**src/rtl/odo_round_key_sequencer.sv**
```systemverilog
// Odo round-key sequencer: fetches ten keys from the round-key ROM, buffers them, then streams them over valid/ready.
// Optional feature macro ODO_RK_CACHE_EN: once a fetch has completed, later starts replay the buffer without refetching.
module odo_round_key_sequencer (
    input  logic       clk,
    input  logic       rst_n,
    input  logic       start,
    output logic [3:0] rk_period,
    input  logic [9:0] rk_key,
    output logic       key_valid,
    input  logic       key_ready,
    output logic [9:0] key_data,
    output logic [3:0] key_index,
    output logic       key_last,
    output logic       busy,
    output logic       done
);

    typedef enum logic [1:0] {
        S_IDLE,
        S_FETCH,
        S_FLUSH,
        S_STREAM
    } state_t;

    state_t     r_state;
    logic [3:0] r_period;
    logic       r_valid;
    logic [9:0] r_data;
    logic [3:0] r_index;
    logic       r_last;
    logic       r_busy;
    logic       r_done;

    logic [9:0] r_buf [0:9];

    logic       w_transfer;
    logic       w_cap_en;
    logic [3:0] w_cap_addr;
    logic [3:0] w_next_index;
    logic       w_cache_hit;

    assign w_transfer   = r_valid && key_ready;
    assign w_next_index = r_index + 4'd1;

    // The ROM answers one cycle late, so the key arriving now belongs to the previously issued period.
    assign w_cap_en   = ((r_state == S_FETCH) && (r_period != 4'd0)) || (r_state == S_FLUSH);
    assign w_cap_addr = (r_state == S_FLUSH) ? 4'd9 : (r_period - 4'd1);

`ifdef ODO_RK_CACHE_EN
    logic r_cached;

    always_ff @(posedge clk or negedge rst_n) begin
        if (!rst_n) begin
            r_cached <= 1'b0;
        end else if (r_state == S_FLUSH) begin
            r_cached <= 1'b1;
        end
    end

    assign w_cache_hit = r_cached;
`else
    assign w_cache_hit = 1'b0;
`endif

    always_ff @(posedge clk) begin
        if (w_cap_en) begin
            r_buf[w_cap_addr] <= rk_key;
        end
    end

    always_ff @(posedge clk or negedge rst_n) begin
        if (!rst_n) begin
            r_state  <= S_IDLE;
            r_period <= 4'd0;
            r_valid  <= 1'b0;
            r_data   <= 10'd0;
            r_index  <= 4'd0;
            r_last   <= 1'b0;
            r_busy   <= 1'b0;
            r_done   <= 1'b0;
        end else begin
            r_done <= 1'b0;
            case (r_state)
                S_IDLE: begin
                    if (start) begin
                        r_busy <= 1'b1;
                        if (w_cache_hit) begin
                            r_state <= S_STREAM;
                            r_valid <= 1'b1;
                            r_data  <= r_buf[0];
                            r_index <= 4'd0;
                            r_last  <= 1'b0;
                        end else begin
                            r_state  <= S_FETCH;
                            r_period <= 4'd0;
                        end
                    end
                end
                S_FETCH: begin
                    if (r_period == 4'd9) begin
                        r_state  <= S_FLUSH;
                        r_period <= 4'd0;
                    end else begin
                        r_period <= r_period + 4'd1;
                    end
                end
                S_FLUSH: begin
                    r_state <= S_STREAM;
                    r_valid <= 1'b1;
                    r_data  <= r_buf[0];
                    r_index <= 4'd0;
                    r_last  <= 1'b0;
                end
                S_STREAM: begin
                    if (w_transfer) begin
                        if (r_last) begin
                            r_state <= S_IDLE;
                            r_valid <= 1'b0;
                            r_index <= 4'd0;
                            r_last  <= 1'b0;
                            r_busy  <= 1'b0;
                            r_done  <= 1'b1;
                        end else begin
                            r_data  <= r_buf[w_next_index];
                            r_index <= w_next_index;
                            r_last  <= (r_index == 4'd8);
                        end
                    end
                end
                default: begin
                    r_state <= S_IDLE;
                end
            endcase
        end
    end

    assign rk_period = r_period;
    assign key_valid = r_valid;
    assign key_data  = r_data;
    assign key_index = r_index;
    assign key_last  = r_last;
    assign busy      = r_busy;
    assign done      = r_done;

endmodule

```
**config.mk**
```make
export PLATFORM = sky130hd
export DESIGN_NAME = odo_round_key_sequencer
export DESIGN_NICKNAME = d
export VERILOG_FILES = /design/src/rtl/odo_round_key_sequencer.sv
export SDC_FILE = /design/constraint.sdc
export NUM_CORES = 1
export LEC_CHECK = 0
export CORE_MARGIN = 2
export CORE_UTILIZATION = 61
export CTS_BUF_LIST = sky130_fd_sc_hd__clkbuf_8
export DETAILED_ROUTE_END_ITERATION = 10
export PLACE_DENSITY = 0.87
export SKIP_LAST_GASP = 1
export SLEW_MARGIN = 30
export SYNTH_ARGS = -nofsm -noshare
export SYNTH_HDL_FRONTEND = slang
export SYNTH_SLANG_ARGS = --single-unit
```
**constraint.sdc**
```tcl
create_clock -name clk -period 3.29 [get_ports clk]
set_input_delay 0.8225 -clock clk [delete_from_list [all_inputs] [get_ports clk]]
set_output_delay 0.8225 -clock clk [all_outputs]
set_load 0.01 [all_outputs]
```
==> results of run 1 <==
-- per-stage QoR --
step	setup WS (ns)	utilization (%)
after floorplan	0.816	-
after global placement	0.718	69.2
after detailed placement	0.640	69.2
after CTS	0.648	74.0
after global routing	0.567	74.0
final	0.722	74.0
-- sequential cells by signal, summed over array words and instances, names as in the netlist --
| register | count |
|---|---|
| key_last | 1 |
| key_index | 4 |
| done | 1 |
| rk_period | 4 |
| r_buf | 100 |
| key_data | 10 |
| r_state | 2 |
| busy | 1 |
| key_valid | 1 |
-- layer usage --
layer	track usage (%)	vias to the layer above	wire length [um]
met1	31.7	1601	4300
met2	40.7	135	5640
met3	6.83	35	659
li1	-	1384	-
met4	11.1	0	339
met5	0	-	0
-- kinds of logic (layout without fill, tap and decap cells) --
group           Yosys count  after routing  share of synthesized area [%]
fa+ha+maj                11             11                           2.60
flops                   124            124                           68.1
xor+xnor                  1              1                          0.166
mux                      25             25                           9.80
compound gates           54             54                           7.31
buf+inv                  25             91                           3.24
simple gates             87             87                           8.73
-- where the power goes --
group / switching (W) / internal (W) / total (W)
clock: 0.000574 / 0.000736 / 0.00131
sequential: 0.000107 / 0.00188 / 0.00198
combinational: 0.000828 / 0.000694 / 0.00152
-- placed cells by master, fill, tap and decap left out, drive strengths merged, types with 3 or more instances in the layout --
cell	synthesis	layout
mux2i	3	3
ha	11	11
nor3	3	3
a221oi	10	10
mux4	20	20
clkinv	0	4
buf	13	15
o21ai	20	20
inv	9	15
clkdlybuf4s50	0	35
nand2	31	31
nand3b	12	12
edfxtp	100	100
nand3	5	5
dfrtp	24	24
nand2b	6	6
a31oi	11	11
nor2	15	15
bufinv	0	3
clkbuf	3	17
-- tightest hold or removal path: cells and delay by family (launching register included) --
| kind | cells | cell delay (ns) |
|---|---|---|
| flops | 1 | 0.37 |
| buf+inv | 1 | 0.06 |
| compound gates | 1 | 0.08 |
-- final timing paths --
kind	end	slack [ns]	cells past startpoint
worst min register to register	busy	0.56	2
worst min-delay path	busy	0.56	2
max in group asynchronous	key_data[8]	2.26	2
worst max-delay path	r_buf[6][4]	0.72	6
worst max register to register	r_buf[6][4]	0.72	6
min in group asynchronous	key_index[1]	0.77	2
-- final cells by class --
class / instances / area, sq um
tap: 105 / 131
fill: 501 / 2160
clock inverter: 15 / 160
sequential: 124 / 3600
timing repair buffer: 50 / 463
inverter: 9 / 33.8
multi-input combinational: 178 / 1520
clock buffer: 17 / 234
==> results_dict.tcl, run 1 <==
set metrics [dict create \
    syn_area_sq_um 5290 \
    r2r_start "rk_period[0]" \
    synth_edf_count 100 \
    power.total_w 0.00482 \
    grt_pass1_wl_mm 17.6 \
    cpMostUsedCell "nor2_1" \
    crit_start "rk_period[0]" \
    portBuffers 35 \
    rsz0062_at_grt "false" \
    fp.dieW_um 97.1 \
    hold_path.startpoint "busy" \
    synth_commonest_cells "100 x edfxtp_1, 30 x nand2_1, 24 x dfrtp_1, 19 x o21ai_0, 16 x mux4_2" \
    root_buffer "clkbuf_8" \
    cts_resized 0 \
    grtUsageTotal_pct 24.9 \
    design_area_sq_um 6140 \
    dr_total_vias 3155 \
    layout.cells.non_filler 498 \
    hold_viol_final 0 \
    yosys_warnings 0 \
    setup_viol 0 \
    gp_congestion 0.830 \
    drtIter0Drc 245 \
    post_drt_wl_per_cell_um 22.0 \
    vias_per_cell 6.34 \
    end_kind "flip-flop" \
    syn_area_per_cell_sq_um 16.2 \
    antenna_found_initial 0 \
    cp_top_family "simple AND/OR/NAND/NOR gates" \
    synth_cell_types 48 \
    relSlewSlack_pct 51.4 \
    synth_area_leader_cell "edfxtp_1" \
    cts_buffers 17 \
    antenna_cells 0 \
    grt_pass1_vias 3246 \
    finalCritPeriodShare_pct 78.0 \
    syn2layout_area_growth_pct 16.1 \
    maxSlewViolCount 0 \
    yosysTopAreaCellShare_pct 56.8 \
    synthTopCellsByArea "edfxtp_1 57%, dfrtp_1 11%, mux4_2 6.8%" \
    leakage_nw 2.17 \
    worstMarginPinSlew_ns 0.728 \
    htreeDepth 4 \
    initial_core_util_pct 63.7 \
    synth_cells 327 \
    tns_ns 0 \
    post-synth-top-count-cell "edfxtp_1" \
    ioPinCount 36 \
    hp-class "reg2reg" \
    power.density_nw_per_um2 784 \
    dpl_cell_area_sq_um 5740 \
    place_hpwl_mm 6.94 \
    tritoncts "done" \
    hold-worst-slack_ns 0.557 \
    worstPathMaxFanout 10 \
    placed_cells 466 \
    row_count 33 \
    synthFlopType "edfxtp_1" \
    crit_buf_inv 2 \
    async_flop_share_pct 19.4 \
    syn_nets 352 \
    slowest_delay_ns 0.59 \
    grt_overflow_total 0 \
    drive_above_1_share_pct 17.8 \
    post_cts_buffers 0 \
    fmax_mhz 389 \
    clk_pin_slew_ns 0.07 \
    clock_sinks 124 \
    maxCapViolCount 0 \
    insertion_delay_ns 0.42 \
    path_cells "inv_1 > ha_1 > nor2_1 > nand4_1 > nor2_1 > buf_4" \
    die_y_um 97.1 \
    worst_path_max_delay_cell "nor2_1" \
    grt_max_degree 29 \
    cts_hold_buf 0 \
    routed_wl_mm 10.9 \
    worstPathArrival_ns 2.70 \
    ir_worst_vdd_v 0.000422 \
    cts_buffer_depth 2 \
    final_antenna_net_count 0 \
    dieArea_sq_um 9430 \
    critPathLaunchType "flip-flop" \
    finalNetCount 405 \
    synth-seq-cells 124 \
    core_area_sq_um 8300 \
    firstDrtPassIters 6 \
    crit_type "reg2reg" \
    skew_ns 0.00856 \
    status "finished, final reports clean" \
    fin_crit_ns 2.57 \
    drc 0 \
    ys_seq_area_share_pct 68.1 \
    critPathRequiredTime_ns 3.42 \
]
(Power assumes the default switching activity.)
==> run 2: changes to the inputs <==
==> constraint.sdc (replaced) <==
create_clock -name clk -period 2.5 [get_ports clk]
set_input_delay 0.625 -clock clk [delete_from_list [all_inputs] [get_ports clk]]
set_output_delay 0.625 -clock clk [all_outputs]
set_load 0.01 [all_outputs]
==> run 2 against run 1 <==
Count of clock-buffer cells in the layout unchanged. Clock power increased by 53%. Cell count increased by 0.20%. Utilization increased by 0.83 points. Fmax increased by 6.8%. First-iteration DRC count increased by 36%. Worst setup slack got worse by 0.63 ns. Worst hold slack improved by 0.0060 ns. Sequential share of layout area decreased by 0.65 points. Power increased by 38%. Flip-flop and latch count unchanged. Register-to-register slack got worse by 0.63 ns. Largest cell class unchanged.
==> results_dict.tcl, run 2 (same netlist as run 1, synthesis figures left out) <==
set metrics [dict create \
    status "finished, final reports clean" \
    skew_ns 0.00949 \
    finalCritPeriodShare_pct 96.1 \
    largest-register "r_buf" \
    drtIter0Drc 333 \
    firstDrtPassIters 5 \
    dr_total_vias 3142 \
    worst_path_max_delay_cell "nor2_1" \
    clock_sinks 124 \
    syn2layout_area_growth_pct 17.4 \
    final_cell_mix "100 x edfxtp_1, 35 x clkdlybuf4s50_1, 30 x nand2_1" \
    finalCoreUtilization_pct 74.8 \
    slowest_delay_ns 0.68 \
    p_int_w 0.00459 \
    ir_worst_vdd_v 0.000677 \
    maxCapViolCount 0 \
    crit_type "reg2reg" \
    die_y_um 97.1 \
    setup_viol 0 \
    cts_buffers 17 \
    drive_above_1_share_pct 19.0 \
    worstPathMaxFanout 10 \
    grtUsageTotal_pct 24.5 \
    leakage_nw 2.18 \
    tritoncts "done" \
    fp.dieW_um 97.1 \
    dpl_cell_area_sq_um 5750 \
    switching_power_w 0.00205 \
    dieArea_sq_um 9430 \
    core_area_sq_um 8300 \
    insertion_delay_ns 0.43 \
    seqPwrFrac_pct 39.3 \
    antenna_found_initial 0 \
    fillers 453 \
    clkPwrFrac_pct 30.0 \
    end_kind "flip-flop" \
    layout_setup_ws_ns 0.0965 \
    placed_cells 467 \
    initial_core_util_pct 63.7 \
    cts_buffer_depth 2 \
    p_sw_share_pct 30.9 \
    clk_pin_slew_ns 0.08 \
    post_drt_wl_per_cell_um 21.9 \
    cts_hold_buf 0 \
    tns_ns 0 \
    grt_overflow_total 0 \
    final_antenna_net_count 0 \
    gp_congestion 0.818 \
    ioPinCount 36 \
    grt_pass1_vias 3079 \
    hp-class "in2async" \
    antenna_cells 0 \
    final_common_cell "edfxtp_1" \
    fmax_mhz 416 \
    path_cells "buf_4 > or3_1 > a21boi_0 > a311oi_1 > nor2_1" \
    hold_viol_final 0 \
    rsz0062_at_grt "false" \
    fin_crit_ns 2.40 \
    crit_buf_inv 1 \
    row_count 33 \
    relSlewSlack_pct 43.5 \
    design_area_sq_um 6210 \
    finalNetCount 406 \
    critPathRequiredTime_ns 2.56 \
    maxSlewViolCount 0 \
    routed_wl_mm 10.9 \
    worstMarginPinSlew_ns 0.845 \
    cts_resized 0 \
    htreeDepth 4 \
    post_cts_buffers 0 \
    power.density_nw_per_um2 1070 \
    portBuffers 35 \
    p_comb_share_pct 30.7 \
    drc 0 \
    vias_per_cell 6.30 \
    root_buffer "clkbuf_8" \
    layout.cells.non_filler 499 \
    grt_max_degree 27 \
    largest_register_ffs 100 \
    dp_slack_ns 0.130 \
    place_hpwl_mm 6.81 \
    cp_top_family "simple AND/OR/NAND/NOR gates" \
    critPathLaunchType "flip-flop" \
    worstPathArrival_ns 2.46 \
    grt_pass1_wl_mm 17.0 \
]
==> run 2: path summary, 6_finish.rpt <==
check                      slack, ns          from          end  cells after the start
hold reg to reg                 0.56          busy         busy                      2
setup / recovery                 0.1  rk_period[0]  r_buf[9][3]                      5
min in group clk                0.56          busy         busy                      2
max in group asynchronous       1.67         rst_n  key_data[8]                      2
hold / removal                  0.56         rst_n         busy                      2
setup reg to reg                 0.1  rk_period[0]  r_buf[9][3]                      5
==> run 2: per-layer routing <==
layer | up-vias | part of all wire (%) | global-route usage, %
li1 | 1388 | - | -
met1 | 1548 | 40 | 34.4
met2 | 170 | 48 | 36.4
met3 | 36 | 8.9 | 5.97
met4 | 0 | 2.8 | 12.0
met5 | - | 0 | 0
==> run 2: layout make-up <==
type	count	area (sq um)	area share, %
sequential	124	3600	58.0
multi-input combinational	178	1520	24.4
clock inverter	15	221	3.57
timing repair buffer	51	470	7.58
tap	105	131	2.12
clock buffer	17	234	3.77
inverter	9	33.8	0.544
==> run 2: per-stage QoR <==
step                hold slack [ns]  total power (W)
floorplan                     0.329          0.00405
global placement              0.538          0.00457
detailed placement            0.553          0.00466
CTS                           0.557          0.00666
global route                  0.570          0.00694
finish                        0.563          0.00665
==> run 2: power groups by stage <==
stage          combinational (W)  sequential [W]  clock [W]
2_1_floorplan            0.00139         0.00266          0
3_3_place_gp             0.00193         0.00264          0
3_5_place_dp             0.00201         0.00265          0
4_1_cts                  0.00203         0.00261    0.00201
5_1_grt                  0.00220         0.00263    0.00211
6_report                 0.00204         0.00261    0.00200
==> run 3: changes to the inputs <==
--- a/config.mk
+++ b/config.mk
@@ -5,6 +5,8 @@
 export SDC_FILE = /design/constraint.sdc
 export NUM_CORES = 1
 export LEC_CHECK = 0
+export CAP_MARGIN = 15
+export CORE_ASPECT_RATIO = 0.6
 export CORE_MARGIN = 2
 export CORE_UTILIZATION = 61
 export CTS_BUF_LIST = sky130_fd_sc_hd__clkbuf_8
==> run 3 against run 2 <==
Utilization shrank 0.93 points. Critical endpoint is now r_buf[9][5]. Clock skew shrank 0.00068 ns. Flip-flop and latch count is the same. Largest power group unchanged. Largest cell class unchanged. Critical path type unchanged.
==> results_dict.tcl, run 3 (same netlist as run 1, synthesis figures left out) <==
set metrics [dict create \
    critPathLaunchType "flip-flop" \
    dr_total_vias 3261 \
    core_area_sq_um 8460 \
    finalCoreUtilization_pct 73.9 \
    seqPwrFrac_pct 37.9 \
    finalCritPeriodShare_pct 92.1 \
    vias_per_cell 6.44 \
    htreeDepth 4 \
    cts_hold_buf 0 \
    worstPathArrival_ns 2.35 \
    setup_viol 0 \
    path_cells "inv_1 > ha_1 > nor2_1 > a21boi_0 > a311oi_1 > nor2_2" \
    p_sw_share_pct 30.5 \
    fmax_mhz 434 \
    cp_top_family "simple AND/OR/NAND/NOR gates" \
    drtIter0Drc 493 \
    critPathRequiredTime_ns 2.55 \
    insertion_delay_ns 0.42 \
    power.total_w 0.00688 \
    clkPwrFrac_pct 30.8 \
    dieArea_sq_um 9450 \
    root_buffer "clkbuf_8" \
    final_common_cell "edfxtp_1" \
    initial_core_util_pct 62.5 \
    clk_pin_slew_ns 0.07 \
    fin_crit_ns 2.30 \
    maxCapViolCount 0 \
    status "finished, final reports clean" \
    cts_buffers 17 \
    antenna_found_initial 0 \
    firstDrtPassIters 6 \
    skew_ns 0.00881 \
    slowest_delay_ns 0.51 \
    portBuffers 35 \
    grt_pass1_vias 3200 \
    fp.dieW_um 124 \
    gp_congestion 0.926 \
    crit_buf_inv 1 \
    ir_worst_vdd_v 0.000753 \
    grt_max_degree 27 \
    worstPathMaxFanout 10 \
    grt_overflow_total 0 \
    reg2reg_slack_ns 0.20 \
    hp-class "reg2reg" \
    drc 0 \
    leakage_nw 2.21 \
    place_hpwl_mm 7.36 \
    hold_viol_final 0 \
    worstMarginPinSlew_ns 0.759 \
    tns_ns 0 \
    syn2layout_area_growth_pct 18.2 \
    antenna_cells 0 \
    clock_sinks 124 \
    maxSlewViolCount 0 \
    largest-register "r_buf" \
    ioPinCount 36 \
    finalNetCount 406 \
    tritoncts "done" \
    final_cell_mix "100 x edfxtp_1, 35 x clkdlybuf4s50_1, 30 x nand2_1" \
    die_y_um 76.1 \
    rsz0062_at_grt "false" \
    grtUsageTotal_pct 27.4 \
    relSlewSlack_pct 49.4 \
    row_count 26 \
    switching_power_w 0.00210 \
    drive_above_1_share_pct 19.0 \
    largest_register_ffs 100 \
    routed_wl_mm 11.8 \
    grt_pass1_wl_mm 18.4 \
    p_comb_share_pct 31.3 \
    end_kind "flip-flop" \
    p_int_w 0.00478 \
    crit_type "reg2reg" \
    final_antenna_net_count 0 \
    cts_buffer_depth 2 \
    worst_path_max_delay_cell "nor2_2" \
    power.density_nw_per_um2 1100 \
    post_drt_wl_per_cell_um 23.2 \
]
-- run 3: cell types whose count changed in the layout (fill, tap and decap cells not counted) --
cell / delta
clkinv_4: -3
clkinvlp_4: -2
nor2_2: +1
bufinv_16: +2
clkinv_1: +1
inv_6: -1
clkinv_2: +3
nor2_1: -1
-- run 3: power groups by stage --
| stage | Clock, W | Sequential [W] | Combinational [W] |
|---|---|---|---|
| floorplan | 0 | 0.00266 | 0.00139 |
| global placement | 0 | 0.00263 | 0.00197 |
| detailed placement | 0 | 0.00264 | 0.00208 |
| CTS | 0.00214 | 0.00260 | 0.00213 |
| global route | 0.00222 | 0.00263 | 0.00232 |
| finish | 0.00212 | 0.00261 | 0.00215 |
-- run 3: final cells by class --
class                   instances  area (sq um)
clock buffers                  17           234
clock inverters                15           250
fillers                       494          2210
inverters                       9          33.8
multi-input cells             178          1520
flip-flops and latches        124          3600
well taps                     112           140
repair buffers                 51           470
-- run 3: what timing repair did --
| action | 4_1_cts | 5_1_grt |
|---|---|---|
| endpoints found under the setup margin | 0 | 20 |
| gates resized for setup | 0 | 2 |
| setup buffers | 0 | 0 |
-- run 3: stage by stage --
stage          instances  worst slack, ns  instance area [sq um]  hold slack [ns]
6_report             506            0.198                   6250            0.568
5_1_grt              506           0.0847                   6250            0.598
4_1_cts              506           0.0507                   6240            0.562
3_5_place_dp         474           0.0840                   5760            0.551
3_3_place_gp         474            0.253                   5760            0.533
2_1_floorplan        327           0.0255                   5290            0.329
-- run 3: metal layers --
metal	vias up	track usage [%]	part of all wire, %
met5	-	0	0
met4	0	9.44	1.9
met3	29	8.38	9.8
met2	198	39.4	46
met1	1640	40.2	42
li1	1394	-	-
-- run 3: worst min-delay path, cell delays in order (launching register included) --
cell     delay, ns
dfrtp_1       0.38
inv_1         0.07
o21ai_0       0.08
-- run 3: path summary, 6_finish.rpt --
path	start	end	cells past startpoint
min reg2reg	busy	busy	2
max	rk_period[0]	r_buf[9][5]	6
max in group asynchronous	rst_n	key_data[7]	2
min in group asynchronous	rst_n	rk_period[0]	2
max reg2reg	rk_period[0]	r_buf[9][5]	6
min	busy	busy	2
